--- config.mk ---
export PLATFORM = sky130hd
export DESIGN_NAME = axil_ctrl_regs
export DESIGN_NICKNAME = d
export VERILOG_FILES = /design/src/rtl/ctrl_regs_pkg.sv /design/src/rtl/axil_wr_capture.sv /design/src/rtl/axil_ctrl_regs.sv
export SDC_FILE = /design/constraint.sdc
export NUM_CORES = 1
export LEC_CHECK = 0
export CAP_MARGIN = 25
export CORE_UTILIZATION = 37
export CTS_BUF_LIST = sky130_fd_sc_hd__clkbuf_4
export DETAILED_ROUTE_END_ITERATION = 12
export GPL_TIMING_DRIVEN = 0
export HOLD_SLACK_MARGIN = 0.06
export PLACE_DENSITY = 0.81
export SETUP_SLACK_MARGIN = 0.2
export SLEW_MARGIN = 20
export SYNTH_ARGS = -nofsm -noshare
export SYNTH_HDL_FRONTEND = slang
export SYNTH_SLANG_ARGS = --single-unit
--- constraint.sdc ---
create_clock -name clk -period 6.31 [get_ports clk]
set_clock_uncertainty 0.15 [all_clocks]
set_input_delay 0.631 -clock clk [delete_from_list [all_inputs] [get_ports clk]]
set_output_delay 0.631 -clock clk [all_outputs]
set_load 0.05 [all_outputs]
--- src/rtl/ctrl_regs_pkg.sv ---
// Shared definitions for the compute_wrapper control/status register block:
// register offsets, field bit positions and the AXI response encoding.
package ctrl_regs_pkg;

  localparam int unsigned DATA_W  = 32;
  localparam int unsigned STRB_W  = DATA_W / 8;
  localparam int unsigned CFG_K_W = 16;

  localparam logic [3:0] OFF_CTRL    = 4'h0;
  localparam logic [3:0] OFF_STATUS  = 4'h4;
  localparam logic [3:0] OFF_CFG_K   = 4'h8;
  localparam logic [3:0] OFF_VERSION = 4'hC;

  localparam int unsigned CTRL_START_BIT  = 0;
  localparam int unsigned CTRL_IRQ_EN_BIT = 1;
  localparam int unsigned STAT_DONE_BIT   = 0;
  localparam int unsigned STAT_BUSY_BIT   = 1;

  typedef enum logic [1:0] {
    RESP_OKAY   = 2'b00,
    RESP_SLVERR = 2'b10
  } resp_t;

endpackage

--- src/rtl/axil_wr_capture.sv ---
// AXI4-Lite write front end: independent AW/W capture latches and the B handshake.
// Emits a one-cycle commit strobe while both latches are full.
module axil_wr_capture
  import ctrl_regs_pkg::*;
#(
  parameter int unsigned ADDR_W = 4
) (
  input  logic              clk,
  input  logic              rst_n,
  input  logic [ADDR_W-1:0] awaddr,
  input  logic              awvalid,
  output logic              awready,
  input  logic [DATA_W-1:0] wdata,
  input  logic [STRB_W-1:0] wstrb,
  input  logic              wvalid,
  output logic              wready,
  output logic [1:0]        bresp,
  output logic              bvalid,
  input  logic              bready,
  output logic              commit_c,
  output logic [ADDR_W-1:0] cmt_addr,
  output logic [DATA_W-1:0] cmt_data,
  output logic [STRB_W-1:0] cmt_strb,
  input  resp_t             cmt_resp_c
);

  logic aw_held;
  logic w_held;
  logic ready_en;

  // ready_en keeps both readies low while reset is asserted
  assign awready  = ready_en && !aw_held && !bvalid;
  assign wready   = ready_en && !w_held && !bvalid;
  assign commit_c = aw_held && w_held;

  always_ff @(posedge clk or negedge rst_n) begin
    if (!rst_n) begin
      ready_en <= 1'b0;
      aw_held  <= 1'b0;
      w_held   <= 1'b0;
      cmt_addr <= '0;
      cmt_data <= '0;
      cmt_strb <= '0;
      bvalid   <= 1'b0;
      bresp    <= 2'b00;
    end else begin
      ready_en <= 1'b1;
      if (awvalid && awready) begin
        aw_held  <= 1'b1;
        cmt_addr <= awaddr;
      end
      if (wvalid && wready) begin
        w_held   <= 1'b1;
        cmt_data <= wdata;
        cmt_strb <= wstrb;
      end
      if (commit_c) begin
        aw_held <= 1'b0;
        w_held  <= 1'b0;
        bvalid  <= 1'b1;
        bresp   <= cmt_resp_c;
      end else if (bvalid && bready) begin
        bvalid <= 1'b0;
      end
    end
  end

endmodule

--- src/rtl/axil_ctrl_regs.sv ---
// AXI4-Lite control/status registers for compute_wrapper: START/IRQ_EN, sticky DONE,
// BUSY mirror, CFG_K and a read-only VERSION word.
module axil_ctrl_regs
  import ctrl_regs_pkg::*;
#(
  parameter int unsigned ADDR_W    = 4,
  parameter int unsigned K_MAX     = 64,
  parameter int unsigned CFG_K_RST = 4,
  parameter logic [31:0] VERSION   = 32'h0001_0000
) (
  input  logic               clk,
  input  logic               rst_n,
  input  logic [ADDR_W-1:0]  s_axil_awaddr,
  input  logic               s_axil_awvalid,
  output logic               s_axil_awready,
  input  logic [31:0]        s_axil_wdata,
  input  logic [3:0]         s_axil_wstrb,
  input  logic               s_axil_wvalid,
  output logic               s_axil_wready,
  output logic [1:0]         s_axil_bresp,
  output logic               s_axil_bvalid,
  input  logic               s_axil_bready,
  input  logic [ADDR_W-1:0]  s_axil_araddr,
  input  logic               s_axil_arvalid,
  output logic               s_axil_arready,
  output logic [31:0]        s_axil_rdata,
  output logic [1:0]         s_axil_rresp,
  output logic               s_axil_rvalid,
  input  logic               s_axil_rready,
  output logic [15:0]        cfg_k,
  output logic               start,
  output logic               sw_clear_done,
  input  logic               done_pulse,
  input  logic               busy,
  output logic               irq
);

  logic                commit_c;
  logic [ADDR_W-1:0]   cmt_addr;
  logic [DATA_W-1:0]   cmt_data;
  logic [STRB_W-1:0]   cmt_strb;
  resp_t               wr_resp_c;
  logic [CFG_K_W-1:0]  cfg_k_new_c;
  logic                cfg_k_we_c;
  logic                irq_en_we_c;
  logic                start_ok_c;
  logic                clr_done_c;
  logic                irq_en;
  logic                done_flag;
  logic                rd_en;
  logic [DATA_W-1:0]   rd_data_c;
  logic                unused_bits;

  assign unused_bits = ^{cmt_addr, s_axil_araddr, cmt_data[31:16], cmt_strb[3:2]};

  axil_wr_capture #(.ADDR_W(ADDR_W)) u_wr_capture (
    .clk        (clk),
    .rst_n      (rst_n),
    .awaddr     (s_axil_awaddr),
    .awvalid    (s_axil_awvalid),
    .awready    (s_axil_awready),
    .wdata      (s_axil_wdata),
    .wstrb      (s_axil_wstrb),
    .wvalid     (s_axil_wvalid),
    .wready     (s_axil_wready),
    .bresp      (s_axil_bresp),
    .bvalid     (s_axil_bvalid),
    .bready     (s_axil_bready),
    .commit_c   (commit_c),
    .cmt_addr   (cmt_addr),
    .cmt_data   (cmt_data),
    .cmt_strb   (cmt_strb),
    .cmt_resp_c (wr_resp_c)
  );

  // Decode the latched write into register enables and the response code
  always_comb begin
    wr_resp_c   = RESP_OKAY;
    cfg_k_we_c  = 1'b0;
    irq_en_we_c = 1'b0;
    start_ok_c  = 1'b0;
    clr_done_c  = 1'b0;
    cfg_k_new_c = cfg_k;
    if (cmt_strb[0]) cfg_k_new_c[7:0]  = cmt_data[7:0];
    if (cmt_strb[1]) cfg_k_new_c[15:8] = cmt_data[15:8];
    case (cmt_addr[3:2])
      OFF_CTRL[3:2]: begin
        if (cmt_strb[0]) begin
          irq_en_we_c = 1'b1;
          if (cmt_data[CTRL_START_BIT]) begin
            if (busy) wr_resp_c  = RESP_SLVERR;
            else      start_ok_c = 1'b1;
          end
        end
      end
      OFF_STATUS[3:2]: begin
        clr_done_c = cmt_strb[0] && cmt_data[STAT_DONE_BIT];
      end
      OFF_CFG_K[3:2]: begin
        if (cfg_k_new_c == '0 || cfg_k_new_c > CFG_K_W'(K_MAX)) wr_resp_c = RESP_SLVERR;
        else cfg_k_we_c = 1'b1;
      end
      default: wr_resp_c = RESP_SLVERR;
    endcase
  end

  // Register state and one-cycle pulses, all aligned with bvalid rising
  always_ff @(posedge clk or negedge rst_n) begin
    if (!rst_n) begin
      cfg_k         <= CFG_K_W'(CFG_K_RST);
      irq_en        <= 1'b0;
      done_flag     <= 1'b0;
      start         <= 1'b0;
      sw_clear_done <= 1'b0;
      irq           <= 1'b0;
    end else begin
      start         <= commit_c && start_ok_c;
      sw_clear_done <= commit_c && clr_done_c;
      if (commit_c && irq_en_we_c) irq_en <= cmt_data[CTRL_IRQ_EN_BIT];
      if (commit_c && cfg_k_we_c)  cfg_k  <= cfg_k_new_c;
      // a completion in the same cycle as a W1C wins
      done_flag     <= done_pulse || (done_flag && !(commit_c && clr_done_c));
      irq           <= done_flag && irq_en;
    end
  end

  always_comb begin
    rd_data_c = '0;
    case (s_axil_araddr[3:2])
      OFF_CTRL[3:2]:   rd_data_c[CTRL_IRQ_EN_BIT] = irq_en;
      OFF_STATUS[3:2]: begin
        rd_data_c[STAT_DONE_BIT] = done_flag;
        rd_data_c[STAT_BUSY_BIT] = busy;
      end
      OFF_CFG_K[3:2]:  rd_data_c = DATA_W'(cfg_k);
      default:         rd_data_c = VERSION;
    endcase
  end

  assign s_axil_arready = rd_en && !s_axil_rvalid;

  always_ff @(posedge clk or negedge rst_n) begin
    if (!rst_n) begin
      rd_en         <= 1'b0;
      s_axil_rvalid <= 1'b0;
      s_axil_rdata  <= '0;
      s_axil_rresp  <= 2'b00;
    end else begin
      rd_en <= 1'b1;
      if (s_axil_arvalid && s_axil_arready) begin
        s_axil_rvalid <= 1'b1;
        s_axil_rdata  <= rd_data_c;
        s_axil_rresp  <= RESP_OKAY;
      end else if (s_axil_rvalid && s_axil_rready) begin
        s_axil_rvalid <= 1'b0;
      end
    end
  end

endmodule

-- Yosys cells after proc, flatten, opt, wreduce, memory -nomap -nowiden
Index checks and enable logic that the tools add are counted.
- register bits after elaboration: 82
- output and inout port bits: 60
- logic and storage cells: 81
- input bits: 53
- $lt $le $gt $ge: 1
- equality and inequality tests: 4
- mux-type cells: 27
- reductions and logical operators: 33
- operators by type and width (cell ; number):
    $pmux 15 s2 ; 1
    $logic_and 1x1->1 ; 18
    $mux 1 ; 17
    $gt 16x7->1 const B ; 1
    $logic_not 16->1 ; 1
    $mux 8 ; 2
    $mux 2 ; 4
    $reduce_bool 2->1 ; 4
    $pmux 2 s3 ; 1
    $logic_not 1->1 ; 5
    $eq 2x1->1 const B ; 2
    $eq 2x2->1 const B ; 2
    $logic_not 2->1 ; 2
    $pmux 1 s3 ; 1
    $logic_or 1x1->1 ; 2
    $pmux 1 s2 ; 1
    $reduce_or 2->1 ; 1

-- Logic depth before layout (Yosys ltp)
Gate-level depths: netlist of run 1.
- word-level depth: 6
- gate-level depth with buffers: 7
- gate-level depth less buffers: 5

-- Cells and area by module
From an unflattened synthesis of run 1, not the netlist that was laid out.
- cell total of the unflattened synthesis: 280
- area total of the unflattened synthesis: 3746.1 um^2
- modules (own cells, without submodules) (module ; seq. area each (um^2) ; times used ; cells an instance ; area each (um^2)):
    axil_wr_capture ; 1151.1 ; 1 ; 105 ; 1891.8
    axil_ctrl_regs ; 1002.2 ; 1 ; 175 ; 1854.3

-- Worst setup path before layout of run 1
OpenSTA, ideal clock, no wires.
- path kind: reg2reg
- from: reg u_wr_capture.bvalid
- to: reg u_wr_capture.cmt_data[10]
- period minus slack after synthesis: 2.838 ns
- arrival time: 2.563 ns
- path buffers: 2
- library setup time: 0.125 ns
- cell stages (with the launch flop): 8
- data required time: 6.035 ns
- setup slack: 3.472 ns
- path through: dfrtp_1 > inv_1 > nand2_1 > nor2_1 > and2_1 > clkbuf_1 > buf_2 > mux2_2
- cells in the longest elaborated chain, start to end: 3
- ends and longest elaborated chain (item ; line ; RTL):
    start, declared ; axil_wr_capture.sv:18 ; output logic bvalid,
    start signal, assigned ; axil_wr_capture.sv:44 ; bvalid <= 1'b0;
    start signal, assigned ; axil_wr_capture.sv:60 ; bvalid <= 1'b1;
    start signal, assigned ; axil_wr_capture.sv:63 ; bvalid <= 1'b0;
    $logic_not 1->1 ; axil_wr_capture.sv:33 ; assign wready = ready_en && !w_held && !bvalid;
    $logic_and 1x1->1 ; axil_wr_capture.sv:33 ;
    net s_axil_wready ; axil_ctrl_regs.sv:19 ; output logic s_axil_wready,
    $logic_and 1x1->1 ; axil_wr_capture.sv:52 ; if (wvalid && wready) begin
    end signal, assigned ; axil_wr_capture.sv:54 ; cmt_data <= wdata;
    end, declared ; axil_wr_capture.sv:22 ; output logic [DATA_W-1:0] cmt_data,
The timed path passes the listed nets, and every way through them passes these cells.
A chain may end at the register's enable or synchronous reset.

-- Final worst setup path of run 1
- from: reg u_wr_capture.bvalid
- to: out s_axil_awready
- cells in the longest elaborated chain, start to end: 2
- ends and longest elaborated chain (item ; line ; RTL):
    $logic_not 1->1 ; axil_wr_capture.sv:32 ; assign awready = ready_en && !aw_held && !bvalid;
    $logic_and 1x1->1 ; axil_wr_capture.sv:32 ;
    end, declared ; axil_ctrl_regs.sv:15 ; output logic s_axil_awready,
Every way passes these cells.

==> impl_metrics.py, run 1 <==
metrics = {
    "synthesis": {
        "seq_area_frac_synth_pct": 56.28,
        "synth_area_leaders": "dfrtp_1 55%, mux2_2 8.7%, nand2_1 5.0%, buf_4 4.7%, mux2_4 3.2%",
        "synth_edf_count": 0,
        "synth_area_um2": 2848,
        "yosys_warnings": 0,
        "synth_area_leader_cell": "dfrtp_1",
        "ys.flop_type": "dfrtp_1",
        "async_flop_share_pct": 100.0,
        "synth_top_area_share_pct": 55.36,
        "netlist_instances": 246,
        "ys_ff_latch": 64,
        "netlist-cell-type-count": 40,
        "syn_avg_cell_area_um2": 11.58,
    },
    "final_layout": {
        "stdcell_count": 452,
        "area_delta_synth_final_pct": 39.46,
        "final-seq-area_um2": 1603,
        "final_util_pct": 54.17,
        "multi_input_comb_area_um2": 1105,
        "nets": 405,
        "layout_commonest_cell": "clkdlybuf4s50_1",
        "drive_gt1_share_pct": 19.83,
        "diodes": 0,
        "mostFrequentLayoutCells": "71 x clkdlybuf4s50_1, 63 x dfrtp_1, 38 x nand2_1, 22 x mux2_2",
        "nFillCells": 641,
    },
    "route": {
        "drc": 0,
        "viasPerCell": 4.617,
        "wl_per_cell_um": 13.44,
        "drtPass1Iterations": 4,
        "drtAntennaViolNets": 0,
        "vias": 2087,
        "drt_iter0_markers": 143,
        "postRouteWirelength_um": 6077,
    },
    "worst_setup_path": {
        "ff2ff_path_depth": 6,
        "critPathMaxFanout": 2,
        "cp.required_ns": 5.53,
        "worstSetupEndpointType": "output pin",
        "crit_arrival_ns": 1.90,
        "start_kind": "flop",
        "path_class": "reg2out",
    },
    "sta": {
        "setup_violations": 0,
        "setup_tns_ns": 0,
        "slew_headroom_pct": 58.31,
        "worst_slack_ns": 3.631,
        "worst_slew_pin_slew_ns": 0.6212,
        "fmax_ghz": 0.3733,
        "hold_violations": 0,
        "fin_crit_ns": 2.679,
        "whs_ns": 0.3440,
        "rsz0062_at_grt": "no",
        "slew_viol_final": 0,
        "fin_crit_sh_pct": 42.46,
    },
    "clocking": {
        "clockBufferDepth": 2,
        "cts_setup_buffers": 0,
        "cts_resized": 0,
        "clk_latency_ns": 0.40,
        "cts_hold_buffers": 1,
        "htree_levels": 3,
        "cts_buffers": 9,
        "clk_pin_slew_ns": 0.11,
        "cts_tree": "built",
        "cts.sinks": 64,
        "clockRootBuffer": "clkbuf_4",
    },
    "placed_design": {
        "routabilityCongestion": 0.8756,
        "place_inst": 435,
        "port_buffers": 72,
        "hpwl_um": 4665,
        "dp_slack_ns": 3.691,
    },
    "status": {
        "run_status": "completed",
    },
    "die": {
        "die_w_um": 89.73,
        "core_area_um2": 7331,
        "rows": 31,
        "die_y_um": 89.73,
        "start_util_pct": 38.85,
        "io-pin-count": 113,
        "dieArea_um2": 8051,
    },
    "pwr": {
        "power_density_nw_per_um2": 375.5,
        "power_leakage_uw": 0.001800,
        "peakVddDrop_mv": 0.2116,
    },
    "global_route": {
        "grt_pass1_wl_um": 10320,
        "grt_max_degree": 41,
        "grt_use_total_pct": 16.35,
        "first_global_vias": 2086,
        "antenna_found_initial": 0,
        "overflow": 0,
    },
    "run": {
        "drv_cap": 0,
    },
    "hold_path": {
        "hold_path_depth": 2,
        "min_path_type": "reg2reg",
    },
}
[synthesized netlist by cell type, drive strengths merged (3+ instances only)]
cell type / instances
clkbuf: 6
o21ai: 19
nand2: 38
and2: 11
nor2: 7
ha: 4
nor3: 4
nor4: 3
mux2: 28
inv: 8
buf: 20
a21oi: 5
dfrtp: 63
[metrics by stage]
step | total power [µW] | instance area [µm²]
2_1_floorplan | 975.6 | 2912
3_3_place_gp | 1118 | 3756
3_5_place_dp | 1143 | 3774
4_1_cts | 1502 | 3971
5_1_grt | 1566 | 3971
6_report | 1491 | 3971
[power by group]
part | switching, µW | internal [µW] | total, µW | leakage, µW
sequential | 92.3 | 513 | 605 | 0.000829
clock | 151 | 201 | 352 | 0.0000961
combinational | 306 | 228 | 534 | 0.000875
[cell families after synthesis]
group           count (synthesis)  share of synthesized area, %
compound gates                 39                         8.875
fa+ha+maj                       4                         1.758
buf+inv                        34                         7.161
flops                          64                         56.28
mux                            30                         12.57
other cells                     2                        0.2637
simple gates                   73                         13.09
[worst max-delay path, cell delays in order, from the launching register on]
cell,delay [ns]
dfrtp_1,0.41
inv_1,0.07
nand2_1,0.07
nor2_1,0.13
clkdlybuf4s50_1,0.83
[sequential cells by signal (all words and copies together) (netlist names), 2 cells and up]
register and count:
u_wr_capture.cmt_addr 2, u_wr_capture.cmt_data 16, s_axil_rdata 17, u_wr_capture.cmt_strb 2, cfg_k 16
[cell type report]
type | instances | share of cell area (%)
flip-flops and latches | 64 | 40.36
multi-input cells | 165 | 27.82
repair buffers | 74 | 18.84
plain buffers | 26 | 4.379
well taps | 99 | 3.119
clock inverters | 7 | 3.025
clock buffers | 9 | 1.701
inverters | 8 | 0.7561
[final timing paths]
check / endpoint / from / slack (ns)
max: s_axil_awready / u_wr_capture.bvalid / 3.63
min: s_axil_rdata[5] / s_axil_rdata[5] / 0.34
max reg2reg: u_wr_capture.bresp[1] / u_wr_capture.cmt_strb[0] / 3.88
min reg2reg: s_axil_rdata[5] / s_axil_rdata[5] / 0.34
max in group asynchronous: cfg_k[2] / rst_n / 4.94
min in group asynchronous: u_wr_capture.cmt_addr[3] / rst_n / 0.52
[routing by layer]
layer | wire length, µm | GRT usage, %
met5 | 0 | 0
met4 | 69 | 7.104
met3 | 349 | 4.484
met2 | 3094 | 27.76
met1 | 2564 | 19.43
No activity file was read; power rests on OpenSTA's default activity.
==> inputs of run 2 (changes only) <==
- clock period: 6.31 -> 2.74 ns (I/O delays scaled with it)
==> impl_metrics.py, run 2 (synthesis results as in run 1) <==
metrics = {
    "final_layout": {
        "final-seq-area_um2": 1603,
        "stdcell_count": 452,
        "mostFrequentLayoutCells": "71 x clkdlybuf4s50_1, 63 x dfrtp_1, 38 x nand2_1, 22 x mux2_2",
        "area_delta_synth_final_pct": 38.84,
        "largest_reg_flops": 17,
        "regMostFlops": "s_axil_rdata",
        "layout_commonest_cell": "clkdlybuf4s50_1",
        "nets": 405,
        "drive_gt1_share_pct": 20.11,
        "multi_input_comb_area_um2": 1112,
        "reg_top3": "s_axil_rdata x17, cfg_k x16, u_wr_capture.cmt_data x16",
        "nFillCells": 651,
        "diodes": 0,
    },
    "global_route": {
        "overflow": 0,
        "grt_pass1_wl_um": 10070,
        "grt_max_degree": 42,
        "grt_use_total_pct": 15.86,
        "antenna_found_initial": 0,
        "first_global_vias": 2112,
    },
    "die": {
        "core_area_um2": 7331,
        "dieArea_um2": 8051,
        "rows": 31,
        "die_y_um": 89.73,
        "die_w_um": 89.73,
        "io-pin-count": 113,
        "start_util_pct": 38.85,
    },
    "sta": {
        "slew_viol_final": 0,
        "fin_crit_sh_pct": 90.73,
        "slew_headroom_pct": 51.83,
        "fmax_ghz": 0.4023,
        "whs_ns": 0.1593,
        "hold_violations": 0,
        "setup_violations": 0,
        "fin_crit_ns": 2.486,
        "worst_slew_pin_slew_ns": 0.7177,
        "setup_tns_ns": 0,
        "rsz0062_at_grt": "no",
    },
    "pwr": {
        "power_leakage_uw": 0.001791,
        "intPower_uw": 2081,
        "power_density_nw_per_um2": 846.0,
        "peakVddDrop_mv": 0.4835,
        "netSwitchingFraction_pct": 37.79,
        "p_seq_share_pct": 41.7,
        "p_clk_share_pct": 21.6,
        "combPwrFrac_pct": 36.7,
        "p_switching_uw": 1264,
    },
    "placed_design": {
        "routabilityCongestion": 0.8783,
        "hpwl_um": 4746,
        "port_buffers": 72,
        "place_inst": 435,
    },
    "clocking": {
        "clockRootBuffer": "clkbuf_4",
        "cts_tree": "built",
        "clockBufferDepth": 2,
        "cts.sinks": 64,
        "clk_latency_ns": 0.40,
        "cts_buffers": 9,
        "clk_pin_slew_ns": 0.12,
        "cts_resized": 0,
        "htree_levels": 3,
    },
    "route": {
        "postRouteWirelength_um": 6024,
        "wl_per_cell_um": 13.33,
        "viasPerCell": 4.566,
        "drt_iter0_markers": 98,
        "drc": 0,
        "vias": 2064,
        "drtPass1Iterations": 5,
        "drtAntennaViolNets": 0,
    },
    "worst_setup_path": {
        "crit_arrival_ns": 2.66,
        "start_kind": "flop",
        "critPathMaxFanout": 10,
        "worstSetupEndpointType": "flop",
        "path_class": "reg2reg",
        "cp.required_ns": 2.92,
    },
    "status": {
        "run_status": "completed",
    },
    "hold_path": {
        "min_path_type": "in2async",
    },
    "run": {
        "drv_cap": 0,
    },
}
==> run 2: layout make-up <==
type | instances | share of cell area, %
flip-flops and latches | 64 | 40.54
clock buffers | 9 | 1.709
clock inverters | 7 | 2.405
repair buffers | 74 | 18.92
multi-input cells | 165 | 28.13
well taps | 99 | 3.133
inverters | 8 | 0.7595
plain buffers | 26 | 4.399
==> run 2: power by group through the flow <==
stage               Combinational [µW]  Clock, µW  Sequential [µW]
finish                            1230        722             1400
global route                      1310        786             1430
CTS                               1230        740             1400
detailed placement                1230          0             1420
global placement                  1180          0             1400
floorplan                          692          0             1560
==> run 2: repair_timing <==
action                                 4_1_cts  5_1_grt
endpoints found under the hold margin       63        0
hold buffers                                 1        0
setup buffers                                0        0
==> run 2: final timing paths <==
path | start | cells after the start | slack (ns) | to
max | u_wr_capture.cmt_strb[0] | 6 | 0.25 | u_wr_capture.bresp[1]
min | rst_n | 2 | 0.16 | u_wr_capture.cmt_data[9]
max reg2reg | u_wr_capture.cmt_strb[0] | 6 | 0.25 | u_wr_capture.bresp[1]
min reg2reg | s_axil_rdata[1] | 2 | 0.35 | s_axil_rdata[1]
max in group asynchronous | rst_n | 3 | 1.70 | cfg_k[2]
min in group clk | s_axil_rready | 2 | 0.27 | s_axil_rvalid
==> run 2: per-layer routing <==
layer,up-vias,track usage [%],share of wire (%)
met5,-,0,0
met4,0,6.694,2.1
met2,62,27.12,50
li1,1012,-,-
met3,10,5.245,5.7
met1,980,18.16,42
==> run 2: through the flow <==
stage	util, %	area, µm²	worst slack (ns)	total power, µW
2_1_floorplan	-	2919	0.3136	2256
3_3_place_gp	51.34	3764	-0.7186	2584
3_5_place_dp	51.58	3781	0.3670	2645
4_1_cts	53.93	3954	0.3486	3368
5_1_grt	53.93	3954	0.2459	3529
6_report	53.93	3954	0.2541	3345
==> run 2: critical path: stages (launching register included) <==
cell and delay, ns:
dfrtp_1 0.40, buf_6 0.14, or4_1 0.51, o22ai_1 0.25
a21oi_1 0.13, o21ai_1 0.58, a21boi_1 0.25
==> inputs of run 3 (changes only) <==
- ABC_CLOCK_PERIOD_IN_PS: default -> 2740
- SLEW_MARGIN: 20 -> default
==> impl_metrics.py, run 3 (synthesis results as in run 1) <==
metrics = {
    "worst_setup_path": {
        "crit_start": "u_wr_capture.cmt_strb[0]",
        "path_delay_family": "compound AO/OA/AOI/OAI gates",
        "slowest_delay_ns": 0.58,
        "cp_cell_sequence": "buf_6 > or4_1 > o22ai_1 > a21oi_1 > o21ai_1 > a21boi_1",
        "start_kind": "flop",
        "path_class": "reg2reg",
        "crit_buf_inv": 1,
        "crit_slowest_cell": "o21ai_1",
        "rr_startpoint": "u_wr_capture.cmt_strb[0]",
        "cp.required_ns": 2.91,
        "critPathMaxFanout": 10,
        "worstSetupEndpointType": "flop",
        "crit_arrival_ns": 2.64,
    },
    "global_route": {
        "antenna_found_initial": 0,
        "overflow": 0,
        "first_global_vias": 2081,
        "grt_use_total_pct": 15.72,
        "grt_max_degree": 42,
        "grt_pass1_wl_um": 10010,
    },
    "final_layout": {
        "nFillCells": 643,
        "largest_reg_flops": 17,
        "nets": 405,
        "layout_commonest_cell": "clkdlybuf4s50_1",
        "reg_top3": "s_axil_rdata x17, cfg_k x16, u_wr_capture.cmt_data x16",
        "mostFrequentLayoutCells": "71 x clkdlybuf4s50_1, 63 x dfrtp_1, 38 x nand2_1, 22 x mux2_2, 19 x conb_1",
        "final_util_pct": 53.90,
        "diodes": 0,
        "regMostFlops": "s_axil_rdata",
        "area_delta_synth_final_pct": 38.75,
        "drive_gt1_share_pct": 20.11,
    },
    "sta": {
        "rsz0062_at_grt": "no",
        "fin_crit_ns": 2.468,
        "fmax_ghz": 0.4051,
        "setup_tns_ns": 0,
        "fin_crit_sh_pct": 90.09,
        "setup_violations": 0,
        "slew_headroom_pct": 51.66,
        "hold_violations": 0,
        "slew_viol_final": 0,
        "worst_slew_pin_slew_ns": 0.7203,
    },
    "clocking": {
        "cts_resized": 0,
        "clk_pin_slew_ns": 0.12,
        "htree_levels": 3,
        "cts.sinks": 64,
        "cts_tree": "built",
        "clockBufferDepth": 2,
        "clk_latency_ns": 0.39,
        "clockRootBuffer": "clkbuf_4",
        "cts_buffers": 9,
    },
    "pwr": {
        "netSwitchingFraction_pct": 37.69,
        "power_leakage_uw": 0.001790,
        "power_density_nw_per_um2": 845.0,
        "intPower_uw": 2080,
        "p_switching_uw": 1258,
        "p_clk_share_pct": 21.5,
        "p_seq_share_pct": 41.8,
        "combPwrFrac_pct": 36.7,
        "peakVddDrop_mv": 0.4945,
    },
    "route": {
        "viasPerCell": 4.500,
        "drtPass1Iterations": 4,
        "wl_per_cell_um": 13.24,
        "drc": 0,
        "drtAntennaViolNets": 0,
        "postRouteWirelength_um": 5986,
        "drt_iter0_markers": 87,
        "vias": 2034,
    },
    "run": {
        "drv_cap": 0,
    },
    "hold_path": {
        "min_path_type": "in2async",
    },
    "die": {
        "start_util_pct": 38.85,
        "core_area_um2": 7331,
        "io-pin-count": 113,
        "rows": 31,
        "die_w_um": 89.73,
        "dieArea_um2": 8051,
        "die_y_um": 89.73,
    },
    "status": {
        "run_status": "completed",
    },
    "placed_design": {
        "routabilityCongestion": 0.8783,
        "hpwl_um": 4715,
        "port_buffers": 72,
    },
}
==> run 3: changes by cell type in the layout (fill, tap and decap cells not counted) <==
| cell | delta |
|---|---|
| buf_2 | +1 |
| buf_4 | -1 |
==> run 3: worst paths after layout <==
kind                                       endpoint  slack, ns  cells past startpoint
setup / recovery              u_wr_capture.bresp[1]       0.27                      6
hold / removal             u_wr_capture.cmt_addr[3]       0.26                      2
setup reg to reg              u_wr_capture.bresp[1]       0.27                      6
hold reg to reg                     s_axil_rdata[4]       0.34                      2
max in group asynchronous                  cfg_k[2]       1.53                      3
min in group clk                      s_axil_rvalid       0.28                      2
==> run 3: power groups by stage <==
stage / Combinational, µW / Sequential, µW / Clock [µW]
after CTS: 1230 / 1390 / 742
after global routing: 1310 / 1430 / 785
after floorplan: 692 / 1560 / 0
after detailed placement: 1230 / 1410 / 0
final: 1230 / 1390 / 719
after global placement: 1180 / 1400 / 0
==> run 3: layer usage <==
layer	up-vias	part of all wire [%]	global-route usage (%)
met3	12	4.9	3.638
met1	954	43	18.00
li1	1008	-	-
met5	-	0	0
met2	60	50	27.37
met4	0	2.3	8.060
==> run 3: per-stage QoR <==
stage          hold slack (ns)  instance area [µm²]  setup WS [ns]  total power [µW]  std cells
2_1_floorplan          -0.1716                 2919         0.3136              2256        263
5_1_grt                 0.2690                 3951         0.2270              3524        452
3_5_place_dp            0.1459                 3779         0.3658              2644        435
4_1_cts                 0.2426                 3951         0.3430              3368        452
6_report                0.2564                 3951         0.2716              3339        452
3_3_place_gp            0.3145                 3764        -0.7186              2584        434
==> run 3: cell type report <==
type	instances	area (µm²)	area share [%]
clock inverters	7	95.09	2.407
multi-input cells	165	1112	28.15
flip-flops and latches	64	1603	40.56
clock buffers	9	67.56	1.710
inverters	8	30.03	0.7600
well taps	99	123.9	3.135
plain buffers	26	173.9	4.402
repair buffers	74	745.7	18.87
==> run 3: repair_timing <==
action,CTS,global route
hold endpoints to repair,23,0
buffers inserted,0,0
hold buffers,1,0
setup endpoints to repair,0,0
==> run 3: worst register-to-register path, delay by kind of cell (launching register included) <==
family,cells,cell delay (ns)
AOI/OAI and AO/OA,4,1.20
buffers and inverters,1,0.14
and+or+nand+nor,1,0.51
DFF,1,0.40
